File: config.mk
export PLATFORM = sky130hd
export DESIGN_NAME = pattern_serializer
export DESIGN_NICKNAME = d
export VERILOG_FILES = /design/src/rtl/pattern_serializer_pkg.sv /design/src/rtl/pattern_serializer_btn_debounce.sv /design/src/rtl/pattern_serializer.sv
export SDC_FILE = /design/constraint.sdc
export NUM_CORES = 1
export LEC_CHECK = 0
export ABC_AREA = 1
export BUFFER_PORTS_ARGS = -buffer_cell sky130_fd_sc_hd__buf_2
export CAP_MARGIN = 10
export CORE_UTILIZATION = 45
export DETAILED_ROUTE_END_ITERATION = 6
export PLACE_DENSITY = 0.7
export SLEW_MARGIN = 20
export SYNTH_ARGS = -nofsm -noshare
export SYNTH_HDL_FRONTEND = slang
export SYNTH_SLANG_ARGS = --single-unit
File: constraint.sdc
create_clock -name clk -period 2.1 [get_ports clk]
set_input_delay 0.105 -clock clk [delete_from_list [all_inputs] [get_ports clk]]
set_output_delay 0.105 -clock clk [all_outputs]
set_load 0.01 [all_outputs]
File: src/rtl/pattern_serializer_pkg.sv
`default_nettype none
// ============================================================================
// Module   : pattern_serializer_pkg
// Purpose  : Shared types and helpers for the pattern serializer slice.
//            Holds the FSM state encoding used by the project's state
//            machines and a counter-width helper.
// Ports    : (package, no ports)
// Revision : 1.0 - initial release
// ============================================================================
package pattern_serializer_pkg;

  // Sequencer states shared by the project's state-machine blocks.
  typedef enum logic [1:0] {
    IDLE  = 2'd0,
    SHIFT = 2'd1,
    DONE  = 2'd2
  } ser_state_t;

  // Width of a counter that must hold values 0..n-1; never below one bit so
  // that a modulus of 1 still yields a legal vector.
  function automatic int unsigned cnt_width(input int unsigned n);
    return (n > 1) ? $clog2(n) : 1;
  endfunction

endpackage
`default_nettype wire

File: src/rtl/pattern_serializer_btn_debounce.sv
`default_nettype none
// ============================================================================
// Module   : btn_debounce
// Purpose  : Two-flop synchronizer plus level debouncer for a raw pushbutton.
//            Emits a one-cycle start_pulse on each debounced 0->1 edge.
// Ports    : clk         - clock
//            rst         - asynchronous active-high reset
//            i_ena       - enable; low freezes the debounce counter and level
//            i_btn       - raw asynchronous button input
//            start_pulse - registered one-cycle rising-edge strobe
// Revision : 1.0 - initial release
// ============================================================================
module btn_debounce
  import pattern_serializer_pkg::*;
#(
  parameter int DEBOUNCE_CYCLES = 4
) (
  input  logic clk,
  input  logic rst,
  input  logic i_ena,
  input  logic i_btn,
  output logic start_pulse
);

  localparam int unsigned CW = cnt_width(DEBOUNCE_CYCLES);
  localparam logic [CW-1:0] C_CNT_LAST = CW'(DEBOUNCE_CYCLES - 1);

  logic          r_sync1;
  logic          r_sync2;
  logic          r_level;
  logic          r_pulse;
  logic [CW-1:0] r_cnt;

  always_ff @(posedge clk or posedge rst) begin
    if (rst) begin
      r_sync1 <= 1'b0;
      r_sync2 <= 1'b0;
      r_level <= 1'b0;
      r_pulse <= 1'b0;
      r_cnt   <= '0;
    end else begin
      // Synchronizer always tracks the pin; only the filter obeys i_ena.
      r_sync1 <= i_btn;
      r_sync2 <= r_sync1;
      // With i_ena low the pulse is held so a pending start is not lost.
      if (i_ena) begin
        r_pulse <= 1'b0;
        if (r_sync2 != r_level) begin
          if (r_cnt == C_CNT_LAST) begin
            r_level <= r_sync2;
            r_cnt   <= '0;
            r_pulse <= r_sync2;
          end else begin
            r_cnt <= r_cnt + CW'(1);
          end
        end else begin
          // Any sample agreeing with the accepted level restarts the count.
          r_cnt <= '0;
        end
      end
    end
  end

  assign start_pulse = r_pulse;

endmodule
`default_nettype wire

File: src/rtl/pattern_serializer.sv
`default_nettype none
// ============================================================================
// Module   : pattern_serializer
// Purpose  : Debounced-button-triggered serializer. Transmits a switch word
//            MSB first, one bit every TICK_DIV enabled cycles, either once
//            or continuously.
// Ports    : clk         - clock
//            rst         - asynchronous active-high reset
//            ena         - enable; low freezes counters and the FSM
//            btn_start   - raw pushbutton
//            mode_loop   - 0 single pass, 1 continuous repeat
//            pattern     - word to transmit
//            sig_to_test - serial bit (holds between strobes)
//            sig_valid   - one-cycle strobe per new bit
//            busy        - high while shifting
//            done        - one-cycle pulse after a single pass
//            bit_idx     - index of the most recently emitted bit
// Revision : 1.0 - initial release
// ============================================================================
module pattern_serializer
  import pattern_serializer_pkg::*;
#(
  parameter int WIDTH           = 8,
  parameter int DEBOUNCE_CYCLES = 4,
  parameter int TICK_DIV        = 2
) (
  input  logic                     clk,
  input  logic                     rst,
  input  logic                     ena,
  input  logic                     btn_start,
  input  logic                     mode_loop,
  input  logic [WIDTH-1:0]         pattern,
  output logic                     sig_to_test,
  output logic                     sig_valid,
  output logic                     busy,
  output logic                     done,
  output logic [$clog2(WIDTH)-1:0] bit_idx
);

  localparam int unsigned IW = $clog2(WIDTH);
  localparam int unsigned PW = cnt_width(TICK_DIV);
  localparam logic [IW-1:0] C_LAST_BIT  = IW'(WIDTH - 1);
  localparam logic [PW-1:0] C_LAST_TICK = PW'(TICK_DIV - 1);

  logic             w_start_pulse;

  ser_state_t       r_state;
  logic [WIDTH-1:0] r_shreg;
  logic [IW-1:0]    r_cnt;
  logic [PW-1:0]    r_presc;
  logic             r_sig_to_test;
  logic             r_sig_valid;
  logic             r_busy;
  logic             r_done;
  logic [IW-1:0]    r_bit_idx;

  btn_debounce #(
    .DEBOUNCE_CYCLES (DEBOUNCE_CYCLES)
  ) u_btn_debounce (
    .clk         (clk),
    .rst         (rst),
    .i_ena       (ena),
    .i_btn       (btn_start),
    .start_pulse (w_start_pulse)
  );

  always_ff @(posedge clk or posedge rst) begin
    if (rst) begin
      r_state       <= IDLE;
      r_shreg       <= '0;
      r_cnt         <= '0;
      r_presc       <= '0;
      r_sig_to_test <= 1'b0;
      r_sig_valid   <= 1'b0;
      r_busy        <= 1'b0;
      r_done        <= 1'b0;
      r_bit_idx     <= '0;
    end else begin
      // Strobes last one cycle and never fire while disabled.
      r_sig_valid <= 1'b0;
      r_done      <= 1'b0;
      if (ena) begin
        unique case (r_state)
          IDLE: begin
            if (w_start_pulse) begin
              r_shreg <= pattern;
              r_cnt   <= '0;
              r_presc <= '0;
              r_state <= SHIFT;
              r_busy  <= 1'b1;
            end
          end
          SHIFT: begin
            if (r_presc == C_LAST_TICK) begin
              r_presc       <= '0;
              r_sig_to_test <= r_shreg[WIDTH-1];
              r_sig_valid   <= 1'b1;
              r_bit_idx     <= r_cnt;
              if (r_cnt == C_LAST_BIT) begin
                // Pattern boundary: the only point where mode_loop matters.
                r_cnt <= '0;
                if (mode_loop) begin
                  r_shreg <= pattern;
                end else begin
                  r_shreg <= {r_shreg[WIDTH-2:0], 1'b0};
                  r_state <= DONE;
                  r_busy  <= 1'b0;
                end
              end else begin
                r_cnt   <= r_cnt + IW'(1);
                r_shreg <= {r_shreg[WIDTH-2:0], 1'b0};
              end
            end else begin
              r_presc <= r_presc + PW'(1);
            end
          end
          DONE: begin
            r_done  <= 1'b1;
            r_state <= IDLE;
          end
          default: begin
            r_state <= IDLE;
            r_busy  <= 1'b0;
          end
        endcase
      end
    end
  end

  assign sig_to_test = r_sig_to_test;
  assign sig_valid   = r_sig_valid;
  assign busy        = r_busy;
  assign done        = r_done;
  assign bit_idx     = r_bit_idx;

endmodule
`default_nettype wire
* After elaboration in Yosys (flattened, before gate mapping)
Cells that the tools add are included.
** Word-level totals
- Flip-flop bits (word level) :: 27
- Output and inout port bits :: 7
- Logic and storage cells :: 66
** Cells by class
- $add $sub $neg :: 3
- Eq/ne operators :: 9
- Muxes and demuxes :: 31
- Bitwise logic cells :: 1
- Reduce and logical (&&, ||, !) cells :: 8
** Operators by type and width (count)
- two-way mux 8 bit :: 4
- one-hot mux 8 bit (2 select lines) :: 1
- two-way mux 1 bit :: 13
- two-way mux 2 bit :: 6
- two-way mux 3 bit :: 3
- AND reduction 3 bit :: 3
- != test 2 bit, second input constant :: 3
- one-hot mux 3 bit (2 select lines) :: 1
- AND reduction 6 bit :: 1
- AND reduction 5 bit :: 1
- == test 2 bit, second input constant :: 2
- one-hot mux 2 bit (2 select lines) :: 1
- AND reduction 4 bit :: 1
- adder 3 x 1 -> 3 bit, second input constant :: 1
- == test 3 bit, second input constant :: 1
- one-hot mux 1 bit (3 select lines) :: 1
- adder 2 x 1 -> 2 bit, second input constant :: 1
- == test 2 x 1 -> 1 bit, second input constant :: 1
- zero test 2 bit :: 1
- != test 2 x 1 -> 1 bit, second input constant :: 1
- one-hot mux 1 bit (2 select lines) :: 1
- nonzero test 2 bit :: 1
- adder 1 bit, second input constant :: 1
- != test 1 bit :: 1
- NOT 1 bit :: 1

* Logic depth before layout (Yosys ltp)
- Depth in word-level cells :: 4
- Mapped depth :: 8
- Gate-level depth less buffers :: 8

* By module
Synthesis repeated with hierarchy kept, for this count alone.
** Second synthesis, totals
- Cell total of the unflattened synthesis :: 164
- Area total of the unflattened synthesis :: 1350.0 sq um
** By module, submodules not included
- pattern_serializer :: times used 1, cells an instance 138, area an instance 1104.8 sq um, sequential area each 525.5 sq um
- btn_debounce :: times used 1, cells an instance 26, area an instance 245.2 sq um, sequential area each 150.1 sq um

* Least setup slack after synthesis
OpenSTA, ideal clock, no wires.
- Kind :: reg2reg
- Start :: register r_cnt[0]
- End :: register r_shreg[1]
- Data arrival time :: 1.251 ns
- Required time :: 1.983 ns
- Setup slack :: 0.731 ns
- Stages on the path, launching flop included :: 9
- Path buffers :: 0
- Cell sequence :: dfrtp_1 > ha_1 > ha_1 > inv_1 > nand3_1 > nand2_1 > nand2_1 > nand3_1 > nand2_1
** On the way
- Cells in the longest elaborated chain, start to end :: 4
** RTL lines
- from (decl) :: line pattern_serializer.sv:49 : logic [IW-1:0] r_cnt;
- from (signal assigned) :: line pattern_serializer.sv:110 : r_cnt <= r_cnt + IW'(1);
- == test 3 bit :: line pattern_serializer.sv:99 : if (r_cnt == C_LAST_BIT) begin
- two-way mux 8 bit :: line pattern_serializer.sv:99
- two-way mux 8 bit :: line pattern_serializer.sv:94 : if (r_presc == C_LAST_TICK) begin
- one-hot mux 8 bit (2 select lines) :: line pattern_serializer.sv:83 : unique case (r_state)
- to (signal assigned) :: line pattern_serializer.sv:86 : r_shreg <= pattern;
- to (signal assigned) :: line pattern_serializer.sv:103 : r_shreg <= pattern;
- to (signal assigned) :: line pattern_serializer.sv:105 : r_shreg <= {r_shreg[WIDTH-2:0], 1'b0};
- to (decl) :: line pattern_serializer.sv:48 : logic [WIDTH-1:0] r_shreg;
No other way between the ends. The select of a mux whose other input is x is not followed.
A chain may end at the register's enable or synchronous reset.

* Worst setup path in the final report
- Start :: register r_cnt[0]
- End :: register r_shreg[6]
The elaborated chain is that of the path after synthesis.

==> reports/qor.csv <==
metric,value,unit
DRT Wirelength,2200,um
"Cell Area, Synth",0.00127,mm^2
Hold Path Sink,r_state[0]$_DFFE_PP0P_,
Switching Power,0.000719,W
Period minus WS final,1.55,ns
Slew @ Worst Pin,0.518,ns
Initial Utilization,0.496,
Routed wire per std cell,10.3,um
CTS Sinks,27,
worst vdd ir,0.000660,V
P_int,0.00103,W
Logic pwr share,0.404,
H-tree levels,1,
Worst setup EP type,flop,
worst setup margin,0.546,ns
die area,0.00304,mm^2
FF-to-FF End,r_shreg[6]$_DFFE_PP0P_,
Max Cap Violations,0,
"Slowest-stage cell, CP",dfrtp_1,
Tot GR Track Use,0.177,
CP required,2.33,ns
RSZ-0062 raised after global routing,no,
Most common cell on crit path,nand2_1,
"Hold-fix buffers, CTS",2,
Sw Share,0.412,
worst-path cell chain,ha_1 -> ha_1 -> inv_1 -> nand3_1 -> nand2_1 -> nand2_1 -> nand3_1 -> nand2_1,
half-perimeter wire length after placement,1620,um
Die Y,55.2,um
Final Hold Slack,0.0667,ns
number of global-route vias before repair,976,
worst hold start,mode_loop,
# IOs,20,
final core occ,0.561,
pre-CTS setup slack,0.548,ns
R2R cell count,8,
row count,18,
diode count,0,
Reg2Reg Launch Point,r_cnt[0]$_DFFE_PP0P_,
Async SR Flop Fraction,1.00,
Final nets,201,
pwr/cell area,1210,mW/mm^2
via count,1032,
postcts setup bufs,0,
crit-path max FO,8,
drt initial violations,18,
gpl congestion,0.846,
relative slew slack,0.652,
fin. max-slew vios,0,
Reg power frac,0.469,
clock transition at the registers of the reported paths,0.14,ns
status,finished clean,
Setup-failing EPs final,0,
Clock Skew,0.00161,ns
Post-DRT Antenna Nets,0,
crit-path max cell delay,0.43,ns
syn nets,176,
chip width,55.2,um
post-DR vias/cell,4.82,
TritonCTS clock tree,done,
synthesized area per cell,7.95,um^2
Synthesis Warnings,0,
# port buffers,19,
largest net degree at the start of global routing,28,
crit start category,flop,
post-cts sizing count,0,
ys flop type,dfrtp_1,
Clock power frac,0.127,
Final Hold Fails,0,
Root Buffer,clkbuf_4,
grt total ovfl,0,
final period utilization,0.740,
leak pwr,0.854,nW
number of synthesized flops with an enable pin,0,
Area growth syn-to-layout,13.3,%
Setup TNS,0,ns
initial antenna violation count,0,
global-route wire length before repair,3860,um
CTS buffer count,3,
"Seq/Total Area, Yosys",0.531,
Worst EP arrival,1.79,ns
distinct cell type count after synthesis,17,
Worst R2R Setup Slack,0.55,ns
Longest Clk Path Bufs,2,
Mapped Cells,160,
DR pass1 iterations,4,
proportion of layout cells with a drive suffix above 1,0.147,
Hold Path Class,primary input to flop,
WS Path Type,flop to flop,
Core Region,0.00257,mm^2
worst hold path depth,3,
synthesized flop and latch total,27,
residual DRC count,0,
Max Fclk,0.644,GHz
Clock Latency Late Sink,0.32,ns
-- synth_stat cells (2+ instances only) --
| library cell | n | area share |
|---|---|---|
| a21oi_1 | 2 | 0.0079 |
| dfrtp_1 | 27 | 0.53 |
| ha_1 | 3 | 0.030 |
| inv_1 | 30 | 0.088 |
| inv_2 | 2 | 0.0059 |
| nand2_1 | 54 | 0.16 |
| nand3_1 | 16 | 0.063 |
| nor2_1 | 6 | 0.018 |
| nor3_1 | 2 | 0.0079 |
| o21ai_0 | 8 | 0.031 |
| o21ai_1 | 4 | 0.016 |
-- critical path: cells and delay by family, from the launching register on --
| family | cells | cell delay, ns |
|---|---|---|
| flip-flops | 1 | 0.43 |
| adder cells (fa/ha/maj) | 2 | 0.37 |
| buffers and inverters | 1 | 0.10 |
| AND/OR/NAND/NOR | 5 | 0.57 |
-- final cells by class --
type                    count  area [um^2]
well taps                  30         37.5
multi-input cells          99          458
fillers                   246         1130
flip-flops and latches     27          676
clock inverters             1         5.00
inverters                  32          120
clock buffers               3         22.5
repair buffers             22          123
-- worst max-delay path by stage --
| stage | start | end | slack [ns] | depth (start not counted) |
|---|---|---|---|---|
| 2_1_floorplan | r_cnt[0]$_DFFE_PP0P_ | r_shreg[1]$_DFFE_PP0P_ | 0.73 | 8 |
| 3_3_place_gp | r_cnt[0]$_DFFE_PP0P_ | r_shreg[2]$_DFFE_PP0P_ | 0.60 | 8 |
| 3_5_place_dp | r_cnt[0]$_DFFE_PP0P_ | r_shreg[3]$_DFFE_PP0P_ | 0.55 | 7 |
| 4_1_cts | r_cnt[0]$_DFFE_PP0P_ | r_shreg[7]$_DFFE_PP0P_ | 0.53 | 7 |
| 5_1_grt | r_cnt[0]$_DFFE_PP0P_ | r_shreg[1]$_DFFE_PP0P_ | 0.37 | 7 |
| 6_report | r_cnt[0]$_DFFE_PP0P_ | r_shreg[6]$_DFFE_PP0P_ | 0.55 | 8 |
-- per-layer routing --
layer | up-vias | global-route usage | part of all wire
li1 | 534 | - | -
met1 | 483 | 0.217 | 0.48
met2 | 13 | 0.305 | 0.49
met3 | 2 | 0.0273 | 0.022
met4 | 0 | 0.0792 | 0.0077
met5 | - | 0 | 0
-- cell families (layout without fill, tap and decap cells) --
family,Yosys count,count (layout),share of synthesized area
XOR/XNOR,1,1,0.00688
buffers and inverters,34,58,0.109
AND/OR/NAND/NOR,79,79,0.257
adder cells (fa/ha/maj),3,3,0.0295
flip-flops,27,27,0.531
AO/OA/AOI/OAI,16,16,0.0669
-- state kept, by name (all words and copies together), names as in the netlist --
| register | flops |
|---|---|
| r_shreg | 8 |
| sig_to_test | 1 |
| sig_valid | 1 |
| bit_idx | 3 |
| u_btn_debounce.r_sync1 | 1 |
| u_btn_debounce.start_pulse | 1 |
| u_btn_debounce.r_sync2 | 1 |
| r_cnt | 3 |
| r_state | 2 |
| r_presc | 1 |
| u_btn_debounce.r_level | 1 |
| done | 1 |
| u_btn_debounce.r_cnt | 2 |
| busy | 1 |
-- stage by stage --
step	total power [W]	std cells	instance area (um^2)
2_1_floorplan	0.00137	160	1270
6_report	0.00175	214	1440
3_3_place_gp	0.00150	208	1390
4_1_cts	0.00177	214	1440
5_1_grt	0.00193	214	1440
3_5_place_dp	0.00154	208	1390
-- power groups by stage --
stage | Clock (W) | Combinational, W | Sequential (W)
2_1_floorplan | 0 | 0.000557 | 0.000812
3_3_place_gp | 0 | 0.000685 | 0.000820
3_5_place_dp | 0 | 0.000711 | 0.000830
4_1_cts | 0.000234 | 0.000717 | 0.000819
5_1_grt | 0.000249 | 0.000838 | 0.000845
6_report | 0.000222 | 0.000705 | 0.000819
-- cell usage in the layout (no fill, tap or decap), drive strengths merged --
cell type	synthesis	final
a21oi	2	2
a22o	1	1
buf	2	20
clkbuf	0	3
clkinv	0	1
dfrtp	27	27
dlygate4sd3	0	2
ha	3	3
inv	32	32
nand2	54	54
nand3	16	16
nor2	7	7
nor3	2	2
o21ai	12	12
o22ai	1	1
xor2	1	1
Note: power is estimated with default switching activity, not from simulation.
